$ cat src/rtl/lsu_ctrl.sv
// lsu_ctrl: CPU-side load/store initiator for a csen/wren word-wide data memory.
// Handles one request at a time. Loads are extracted and sign- or zero-extended
// from the addressed lane. Byte and halfword stores are done as a read-modify-write.
// Word stores skip the read.
// Optional build macro: LSU_MISALIGN_TRAP_EN. When it is defined, misaligned word
// and half accesses return rsp_err without any memory access. When it is not
// defined, the unused low address bits are ignored and the access proceeds.
// Illegal memop codes return an error in both builds.
module lsu_ctrl #(
  parameter int unsigned RD_LAT = 1,
  parameter int unsigned AW     = 16
) (
  input  logic          clk,
  input  logic          rstn,
  input  logic          req_valid,
  output logic          req_ready,
  input  logic          req_wr,
  input  logic [2:0]    req_memop,
  input  logic [AW-1:0] req_addr,
  input  logic [31:0]   req_wdata,
  output logic          rsp_valid,
  output logic [31:0]   rsp_rdata,
  output logic          rsp_err,
  output logic          mem_csen,
  output logic          mem_wren,
  output logic [AW-3:0] mem_addr,
  output logic [31:0]   mem_wdata,
  input  logic [31:0]   mem_rdata
);

  typedef enum logic [2:0] {
    S_IDLE  = 3'd0,
    S_RD    = 3'd1,
    S_RWAIT = 3'd2,
    S_WR    = 3'd3,
    S_RESP  = 3'd4
  } state_e;

  localparam logic [1:0] SZ_WORD = 2'b00;
  localparam logic [1:0] SZ_BYTE = 2'b01;
  localparam logic [1:0] SZ_HALF = 2'b10;
  localparam logic [1:0] WAIT_INIT = 2'(RD_LAT - 1);

  state_e        state_q;
  logic          wr_q;
  logic [2:0]    memop_q;
  logic [1:0]    lane_q;
  logic [31:0]   wdata_q;
  logic [1:0]    cnt_q;

  logic          req_ready_q;
  logic          rsp_valid_q;
  logic [31:0]   rsp_rdata_q;
  logic          rsp_err_q;
  logic          mem_csen_q;
  logic          mem_wren_q;
  logic [AW-3:0] mem_addr_q;
  logic [31:0]   mem_wdata_q;

  logic          illegal_d;
  logic          misalign_d;
  logic          req_err_d;
  logic [7:0]    byte_sel_d;
  logic [15:0]   half_sel_d;
  logic [31:0]   load_d;
  logic [31:0]   merge_d;

  // Classify the incoming request: illegal memop code or (optionally) misaligned
  always_comb begin
    illegal_d  = (req_memop == 3'b011) || (req_memop == 3'b100) ||
                 (req_memop == 3'b111);
    misalign_d = 1'b0;
`ifdef LSU_MISALIGN_TRAP_EN
    if (req_memop[1:0] == SZ_WORD) begin
      misalign_d = (req_addr[1:0] != 2'b00);
    end else if (req_memop[1:0] == SZ_HALF) begin
      misalign_d = req_addr[0];
    end
`endif
    req_err_d  = illegal_d | misalign_d;
  end

  // Lane selection from the returned word, then extension for loads
  always_comb begin
    case (lane_q)
      2'd0:    byte_sel_d = mem_rdata[7:0];
      2'd1:    byte_sel_d = mem_rdata[15:8];
      2'd2:    byte_sel_d = mem_rdata[23:16];
      default: byte_sel_d = mem_rdata[31:24];
    endcase
    half_sel_d = lane_q[1] ? mem_rdata[31:16] : mem_rdata[15:0];
    case (memop_q[1:0])
      SZ_BYTE: load_d = memop_q[2] ? {{24{1'b0}}, byte_sel_d}
                                   : {{24{byte_sel_d[7]}}, byte_sel_d};
      SZ_HALF: load_d = memop_q[2] ? {{16{1'b0}}, half_sel_d}
                                   : {{16{half_sel_d[15]}}, half_sel_d};
      default: load_d = mem_rdata;
    endcase
  end

  // Merge the store data into the word just read (sub-word stores only)
  always_comb begin
    merge_d = mem_rdata;
    case (memop_q[1:0])
      SZ_BYTE: begin
        case (lane_q)
          2'd0:    merge_d[7:0]   = wdata_q[7:0];
          2'd1:    merge_d[15:8]  = wdata_q[7:0];
          2'd2:    merge_d[23:16] = wdata_q[7:0];
          default: merge_d[31:24] = wdata_q[7:0];
        endcase
      end
      SZ_HALF: begin
        if (lane_q[1]) merge_d[31:16] = wdata_q[15:0];
        else           merge_d[15:0]  = wdata_q[15:0];
      end
      default: merge_d = wdata_q;
    endcase
  end

  // Control FSM; every output is a register loaded on entry to the state that owns it.
  // The read word is folded into rsp_rdata_q (loads) or mem_wdata_q (stores) at the
  // capture edge, so those registers also serve as the read holding register.
  always_ff @(posedge clk or negedge rstn) begin
    if (!rstn) begin
      state_q     <= S_IDLE;
      wr_q        <= 1'b0;
      memop_q     <= '0;
      lane_q      <= '0;
      wdata_q     <= '0;
      cnt_q       <= '0;
      req_ready_q <= 1'b1;
      rsp_valid_q <= 1'b0;
      rsp_rdata_q <= '0;
      rsp_err_q   <= 1'b0;
      mem_csen_q  <= 1'b0;
      mem_wren_q  <= 1'b0;
      mem_addr_q  <= '0;
      mem_wdata_q <= '0;
    end else begin
      rsp_valid_q <= 1'b0;
      rsp_err_q   <= 1'b0;
      rsp_rdata_q <= '0;
      mem_csen_q  <= 1'b0;
      mem_wren_q  <= 1'b0;
      case (state_q)
        S_IDLE: begin
          if (req_valid && req_ready_q) begin
            wr_q        <= req_wr;
            memop_q     <= req_memop;
            lane_q      <= req_addr[1:0];
            wdata_q     <= req_wdata;
            mem_addr_q  <= req_addr[AW-1:2];
            req_ready_q <= 1'b0;
            if (req_err_d) begin
              state_q     <= S_RESP;
              rsp_valid_q <= 1'b1;
              rsp_err_q   <= 1'b1;
            end else if (req_wr && (req_memop[1:0] == SZ_WORD)) begin
              state_q     <= S_WR;
              mem_csen_q  <= 1'b1;
              mem_wren_q  <= 1'b1;
              mem_wdata_q <= req_wdata;
            end else begin
              state_q    <= S_RD;
              mem_csen_q <= 1'b1;
            end
          end
        end
        S_RD: begin
          state_q <= S_RWAIT;
          cnt_q   <= WAIT_INIT;
        end
        S_RWAIT: begin
          if (cnt_q == 2'd0) begin
            if (wr_q) begin
              state_q     <= S_WR;
              mem_csen_q  <= 1'b1;
              mem_wren_q  <= 1'b1;
              mem_wdata_q <= merge_d;
            end else begin
              state_q     <= S_RESP;
              rsp_valid_q <= 1'b1;
              rsp_rdata_q <= load_d;
            end
          end else begin
            cnt_q <= cnt_q - 2'd1;
          end
        end
        S_WR: begin
          state_q     <= S_RESP;
          rsp_valid_q <= 1'b1;
        end
        S_RESP: begin
          state_q     <= S_IDLE;
          req_ready_q <= 1'b1;
        end
        default: begin
          state_q     <= S_IDLE;
          req_ready_q <= 1'b1;
        end
      endcase
    end
  end

  assign req_ready = req_ready_q;
  assign rsp_valid = rsp_valid_q;
  assign rsp_rdata = rsp_rdata_q;
  assign rsp_err   = rsp_err_q;
  assign mem_csen  = mem_csen_q;
  assign mem_wren  = mem_wren_q;
  assign mem_addr  = mem_addr_q;
  assign mem_wdata = mem_wdata_q;

endmodule

$ cat config.mk
export PLATFORM = sky130hd
export DESIGN_NAME = lsu_ctrl
export DESIGN_NICKNAME = d
export VERILOG_FILES = /design/src/rtl/lsu_ctrl.sv
export SDC_FILE = /design/constraint.sdc
export NUM_CORES = 1
export LEC_CHECK = 0
export ABC_AREA = 1
export BUFFER_PORTS_ARGS = -buffer_cell sky130_fd_sc_hd__buf_4
export CAP_MARGIN = 40
export CORE_MARGIN = 4
export CORE_UTILIZATION = 54
export CTS_CLUSTER_SIZE = 16
export DETAILED_ROUTE_END_ITERATION = 12
export PLACE_DENSITY = 0.81
export SETUP_SLACK_MARGIN = 0.1
export SLEW_MARGIN = 5
export SYNTH_ARGS = -nofsm -noshare
export SYNTH_HDL_FRONTEND = slang
export SYNTH_SLANG_ARGS = --single-unit
$ cat constraint.sdc
create_clock -name clk -period 2.3 [get_ports clk]
set_input_delay 0.46 -clock clk [delete_from_list [all_inputs] [get_ports clk]]
set_output_delay 0.46 -clock clk [all_outputs]
set_load 0.02 [all_outputs]
==> qor.yml, run 1 <==
outcome:
  status: "finished, final reports clean"
drt:
  wl_per_cell_microns: 15.7
  vias: 7175
  post-route-drc-count: 0
  dr.pass1.iters: 5
  postRouteAntennaNets: 0
  drtIter0Drc: 619
  wl_microns: 21100
  viasPerCell: 5.35
placed_design:
  dp_hpwl_microns: 15000
  io_buffer_count: 169
  place_congestion: 0.954
clock_network:
  path_clk_slew_ns: 0.06
  tritoncts: "yes"
  cts_root_buf: "clkbuf_16"
  cts_setup_buffers: 0
  clock-sinks: 126
  numCtsBuffers: 17
  cts_max_path_buffers: 2
  clock_latency_ns: 0.43
  htree_levels: 4
setup_path:
  worstSetupStartpointType: "register"
  reg2reg_setup_slack_ns: 0.33
  r2r_end: "mem_wdata[2]"
  cp.required_ns: 2.67
  cp.arrival_ns: 2.34
  cp_max_fo: 25
  cp_common_cell: "nand2_1"
  cp_slowest_cell: "nand3_1"
  r2r_cells: 8
  cpPeakStageDelay_ns: 0.45
  reg2reg_from: "memop_q[0]"
  cp_cell_sequence: "inv_1, ha_1, clkinvlp_4, nand3_1, nand2_1, nand3_1, nand2_1, nand2_1"
  end_kind: "register"
  path_class: "reg -> reg"
sta:
  slew_headroom: 0.605
  tns_ns: 0
  setup_viol: 0
  fmax_mhz: 507
  slew_viol_final: 0
  fin_crit_sh: 0.858
  finClkSkew_ns: 0.0111
  hold_violations: 0
  grt_setup_unrepaired: "false"
  worst_pin_slew_ns: 0.590
  period_minus_slack_ns: 1.97
logic_synthesis:
  yosysSeqAreaShare: 0.454
  synthMuxAreaShare: 0
  ys_ff_latch: 126
  syn_nets: 1093
  synth_top_family_by_area: "simple AND/OR/NAND/NOR gates"
  ys_warn_count: 0
  synth_compound_area_frac: 0.110
  synthSimpleGateAreaFrac: 0.342
  synthCells: 1003
  syn-cell-area_sq_mm: 0.00695
  synthAdderAreaFrac: 0.00540
  synth_cell_type_count: 28
  synth_xor_area_frac: 0
  syn_avg_cell_area_sq_um: 6.93
worst_hold_path:
  hold_depth: 3
  hp-class: "in -> reg"
  hold_end: "mem_addr[10]"
  hp-start: "req_addr[12]"
final_layout:
  synthToLayoutAreaGrowth_pct: 30.1
  multiInputGateArea_sq_mm: 0.00319
  antennaDiodeCount: 0
  nets: 1247
  drive_gt1_frac: 0.210
  seq_area_sq_mm: 0.00315
  fillers: 1042
  finish.utilization: 0.717
die:
  die_h_microns: 121
  core_area_sq_mm: 0.0126
  die_area_sq_mm: 0.0147
  die_w_microns: 121
  start_util: 0.551
  fp-row-count: 41
  io_pins: 170
pwr:
  power_density_mw_per_mm2: 1360
  clockPowerShare: 0.247
  sw_frac_of_total: 0.428
  p_leak_nw: 4.89
  p_int_mw: 7.05
  power_frac_seq: 0.282
  power_frac_comb: 0.471
  ir_worst_vdd_uv: 754
  p_sw_mw: 5.27
grt:
  grt_use_total: 0.292
  grt_pass1_vias: 6834
  grt_max_degree: 69
  gr-total-overflow: 0
  grt_pass1_wl_microns: 33900
  antenna_found_initial: 0
flow_run:
  drv_cap: 0
==> cell usage in the layout (no fill, tap or decap), types with 4 or more instances in the layout <==
cell type | synthesis | final
nor2_1 | 120 | 119
dfrtp_1 | 125 | 125
clkbuf_16 | 0 | 17
nand3_1 | 101 | 101
nand2_1 | 342 | 342
a21oi_1 | 55 | 55
o21ai_0 | 78 | 78
inv_1 | 86 | 84
bufinv_16 | 0 | 6
clkinvlp_4 | 0 | 4
nor2_2 | 5 | 6
o21ai_1 | 5 | 5
inv_2 | 7 | 8
buf_4 | 2 | 186
a22oi_1 | 7 | 7
==> metrics by stage <==
step           cells  hold slack (ns)  total power [mW]  setup slack [ns]  cell area (sq um)
6_report        1341            0.226              12.3             0.326               9040
5_1_grt         1341            0.230              13.2             0.172               9040
4_1_cts         1341            0.216              12.3             0.129               9040
3_5_place_dp    1309            0.351              9.17             0.148               8360
3_3_place_gp    1309            0.352              9.05             0.208               8360
2_1_floorplan   1003            0.164              7.24             0.605               6950
==> layer usage <==
| metal | routed length, microns | GRT usage | up-vias |
|---|---|---|---|
| met5 | 0 | 0 | - |
| met4 | 671 | 0.125 | 0 |
| met3 | 1980 | 0.0741 | 53 |
| met2 | 9620 | 0.450 | 355 |
| met1 | 8780 | 0.391 | 3300 |
| li1 | - | - | 3467 |
==> kinds of logic after synthesis <==
kind of cell,after synthesis
AO/OA/AOI/OAI,148
buffers and inverters,148
adder cells (fa/ha/maj),3
AND/OR/NAND/NOR,578
flip-flops,126
==> what timing repair did <==
item	CTS	global route
resized for setup	0	1
hold buffers	1	0
endpoints found under the hold margin	16	0
endpoints found under the setup margin	0	9
==> power groups by stage <==
stage / sequential [mW] / combinational (mW) / clock (mW)
after floorplan: 3.87 / 3.37 / 0
after global placement: 3.46 / 5.59 / 0
after detailed placement: 3.46 / 5.70 / 0
after CTS: 3.46 / 5.75 / 3.07
after global routing: 3.56 / 6.45 / 3.17
final: 3.47 / 5.80 / 3.04
==> synthesized netlist by cell type <==
cell type | number | area share
nand2_1 | 342 | 0.18
dfrtp_1 | 125 | 0.45
nor2_1 | 120 | 0.065
nand3_1 | 101 | 0.073
inv_1 | 86 | 0.046
o21ai_0 | 78 | 0.056
a21oi_1 | 55 | 0.040
buf_2 | 26 | 0.019
clkbuf_1 | 22 | 0.012
a22oi_1 | 7 | 0.0076
inv_2 | 7 | 0.0038
nor2_2 | 5 | 0.0045
o21ai_1 | 5 | 0.0036
ha_1 | 3 | 0.0054
nand2_2 | 3 | 0.0027
buf_1 | 2 | 0.0011
buf_4 | 2 | 0.0022
buf_6 | 2 | 0.0032
nand3_4 | 2 | 0.0050
o211ai_1 | 2 | 0.0022
clkbuf_2 | 1 | 0.00072
dfstp_2 | 1 | 0.0038
nand2_4 | 1 | 0.0016
nand3_2 | 1 | 0.0014
nor2_4 | 1 | 0.0016
nor3_4 | 1 | 0.0023
o31ai_1 | 1 | 0.0011
or2_2 | 1 | 0.00090
==> worst max-delay path: cells and delay by family (launching register included) <==
| kind | cells | cell delay, ns |
|---|---|---|
| flops | 1 | 0.37 |
| fa+ha+maj | 1 | 0.37 |
| buf+inv | 2 | 0.41 |
| simple gates | 5 | 0.74 |
==> final cells by class <==
type,instances,share of cell area
flip-flops and latches,126,0.349
inverters,93,0.0390
multi-input cells,729,0.352
well taps,172,0.0238
repair buffers,190,0.162
clock buffers,20,0.0505
clock inverters,11,0.0235
==> registers in the layout, indices dropped and copies added, names as in the netlist, 2 cells and up <==
| signal | count |
|---|---|
| cnt_q | 2 |
| lane_q | 2 |
| mem_addr | 14 |
| mem_wdata | 32 |
| memop_q | 3 |
| rsp_rdata | 32 |
| state_q | 3 |
| wdata_q | 32 |
==> how the worst max path moves through the flow <==
| stage | cells after the start | slack (ns) | startpoint | endpoint |
|---|---|---|---|---|
| floorplan | 9 | 0.61 | memop_q[0] | rsp_rdata[13] |
| global placement | 8 | 0.21 | memop_q[0] | mem_wdata[1] |
| detailed placement | 8 | 0.15 | memop_q[0] | mem_wdata[1] |
| CTS | 8 | 0.13 | memop_q[0] | mem_wdata[1] |
| global route | 8 | 0.17 | memop_q[0] | mem_wdata[2] |
| finish | 8 | 0.33 | memop_q[0] | mem_wdata[2] |
Note: power is estimated with default switching activity, not from simulation.
==> run 2: changes to the inputs <==
CORE_ASPECT_RATIO = 0.9   (was default)
CORE_UTILIZATION = 56   (was 54)
CTS_BUF_LIST = sky130_fd_sc_hd__clkbuf_4   (was default)
PLACE_DENSITY = 0.83   (was 0.81)
==> qor.yml, run 2 (synthesized netlist as in run 1, its figures left out) <==
sta:
  fmax_mhz: 486
  finClkSkew_ns: 0.0243
  hold_violations: 0
  worst_pin_slew_ns: 0.601
  slew_viol_final: 0
  setup_viol: 0
  period_minus_slack_ns: 2.06
  slew_headroom: 0.599
  tns_ns: 0
  fin_crit_sh: 0.895
  grt_setup_unrepaired: "false"
die:
  core_area_sq_mm: 0.0121
  start_util: 0.575
  fp-row-count: 38
  die_w_microns: 125
  die_h_microns: 114
  die_area_sq_mm: 0.0143
  io_pins: 170
final_layout:
  nets: 1245
  synthToLayoutAreaGrowth_pct: 24.8
  final_cell_mix: "nand2_1 (341), buf_4 (182), dfrtp_1 (125)"
  drive_gt1_frac: 0.208
  final_common_cell: "nand2_1"
  fillers: 1034
  final_cells: 1328
  antennaDiodeCount: 0
drt:
  vias: 7210
  viasPerCell: 5.43
  postRouteAntennaNets: 0
  drtIter0Drc: 984
  wl_per_cell_microns: 15.6
  wl_microns: 20700
  post-route-drc-count: 0
  dr.pass1.iters: 6
placed_design:
  io_buffer_count: 169
  dp_hpwl_microns: 15100
  place_congestion: 1.01
  dp.cells: 1295
pwr:
  p_leak_nw: 4.72
  report.power.total_mw: 10.9
  power_density_mw_per_mm2: 1260
  ir_worst_vdd_uv: 823
clock_network:
  clock_latency_ns: 0.55
  cts_max_path_buffers: 2
  htree_levels: 4
  numCtsBuffers: 17
  cts_setup_buffers: 0
  clock-sinks: 126
  tritoncts: "yes"
  cts_root_buf: "clkbuf_4"
  path_clk_slew_ns: 0.13
grt:
  grt_max_degree: 53
  grt_pass1_wl_microns: 34600
  grt_use_total: 0.300
  gr-total-overflow: 0
  grt_pass1_vias: 7001
  antenna_found_initial: 0
setup_path:
  cp.arrival_ns: 2.49
  path_class: "reg -> reg"
  worstSetupStartpointType: "register"
  end_kind: "register"
  cp_max_fo: 19
  cp.required_ns: 2.73
worst_hold_path:
  hp-class: "in -> reg"
outcome:
  status: "finished, final reports clean"
flow_run:
  drv_cap: 0
run 2: cell types whose count changed in the layout (fill, tap and decap cells not counted), moves of 3 or more:
cell and delta:
buf_4 -4, bufinv_16 -3, clkbuf_16 -17, clkbuf_4 +17
run 2: worst paths after layout:
path | startpoint | depth (start not counted) | end | slack (ns)
setup / recovery | lane_q[1] | 7 | mem_wdata[7] | 0.24
hold / removal | req_addr[2] | 3 | mem_addr[0] | 0.1
setup reg to reg | lane_q[1] | 7 | mem_wdata[7] | 0.24
hold reg to reg | mem_wdata[29] | 2 | mem_wdata[29] | 0.49
max in group asynchronous | rstn | 3 | req_ready | 1.24
min in group asynchronous | rstn | 2 | rsp_rdata[29] | 0.44
run 2: layout make-up:
class	instances	area, sq um	area share
multi-input cells	729	3190	0.368
flip-flops and latches	126	3150	0.364
repair buffers	188	1480	0.170
inverters	93	352	0.0405
well taps	160	200	0.0231
clock inverters	15	171	0.0198
clock buffers	17	128	0.0147
run 2: per-stage QoR:
stage	cell area [sq um]	setup slack, ns	hold WS (ns)	util
6_report	8670	0.242	0.0993	0.718
5_1_grt	8670	0.139	0.0779	0.718
4_1_cts	8670	0.224	0.0752	0.718
3_5_place_dp	8360	0.00703	0.466	0.692
3_3_place_gp	8360	0.177	0.464	0.692
2_1_floorplan	6950	0.605	0.164	-
run 2: worst max-delay path, stage by stage (launching register included):
cell and delay [ns]:
dfrtp_1 0.62, inv_2 0.25, nand2_1 0.31, nand3_1 0.35, nand2_1 0.15, nand3_1 0.12
nand2_1 0.10, nand2_1 0.04
run 2: what timing repair did:
action,4_1_cts,5_1_grt
gates resized for setup,1,3
hold buffers,1,0
cloned,0,0
hold endpoints to repair,36,0
setup endpoints to repair,1,22
run 2: power by group:
part | switching [mW] | internal (mW) | total [mW]
sequential | 0.522 | 2.96 | 3.48
combinational | 3.79 | 2.01 | 5.79
clock | 0.889 | 0.746 | 1.63
total | 5.20 | 5.71 | 10.9
run 2: metal layers:
metal  wire length [microns]  global-route usage  vias to the layer above
met4                     605               0.117                        0
met5                       0                   0                        -
met3                    1820              0.0684                       56
met1                    8710               0.406                     3350
met2                    9530               0.473                      351
li1                        -                   -                     3453
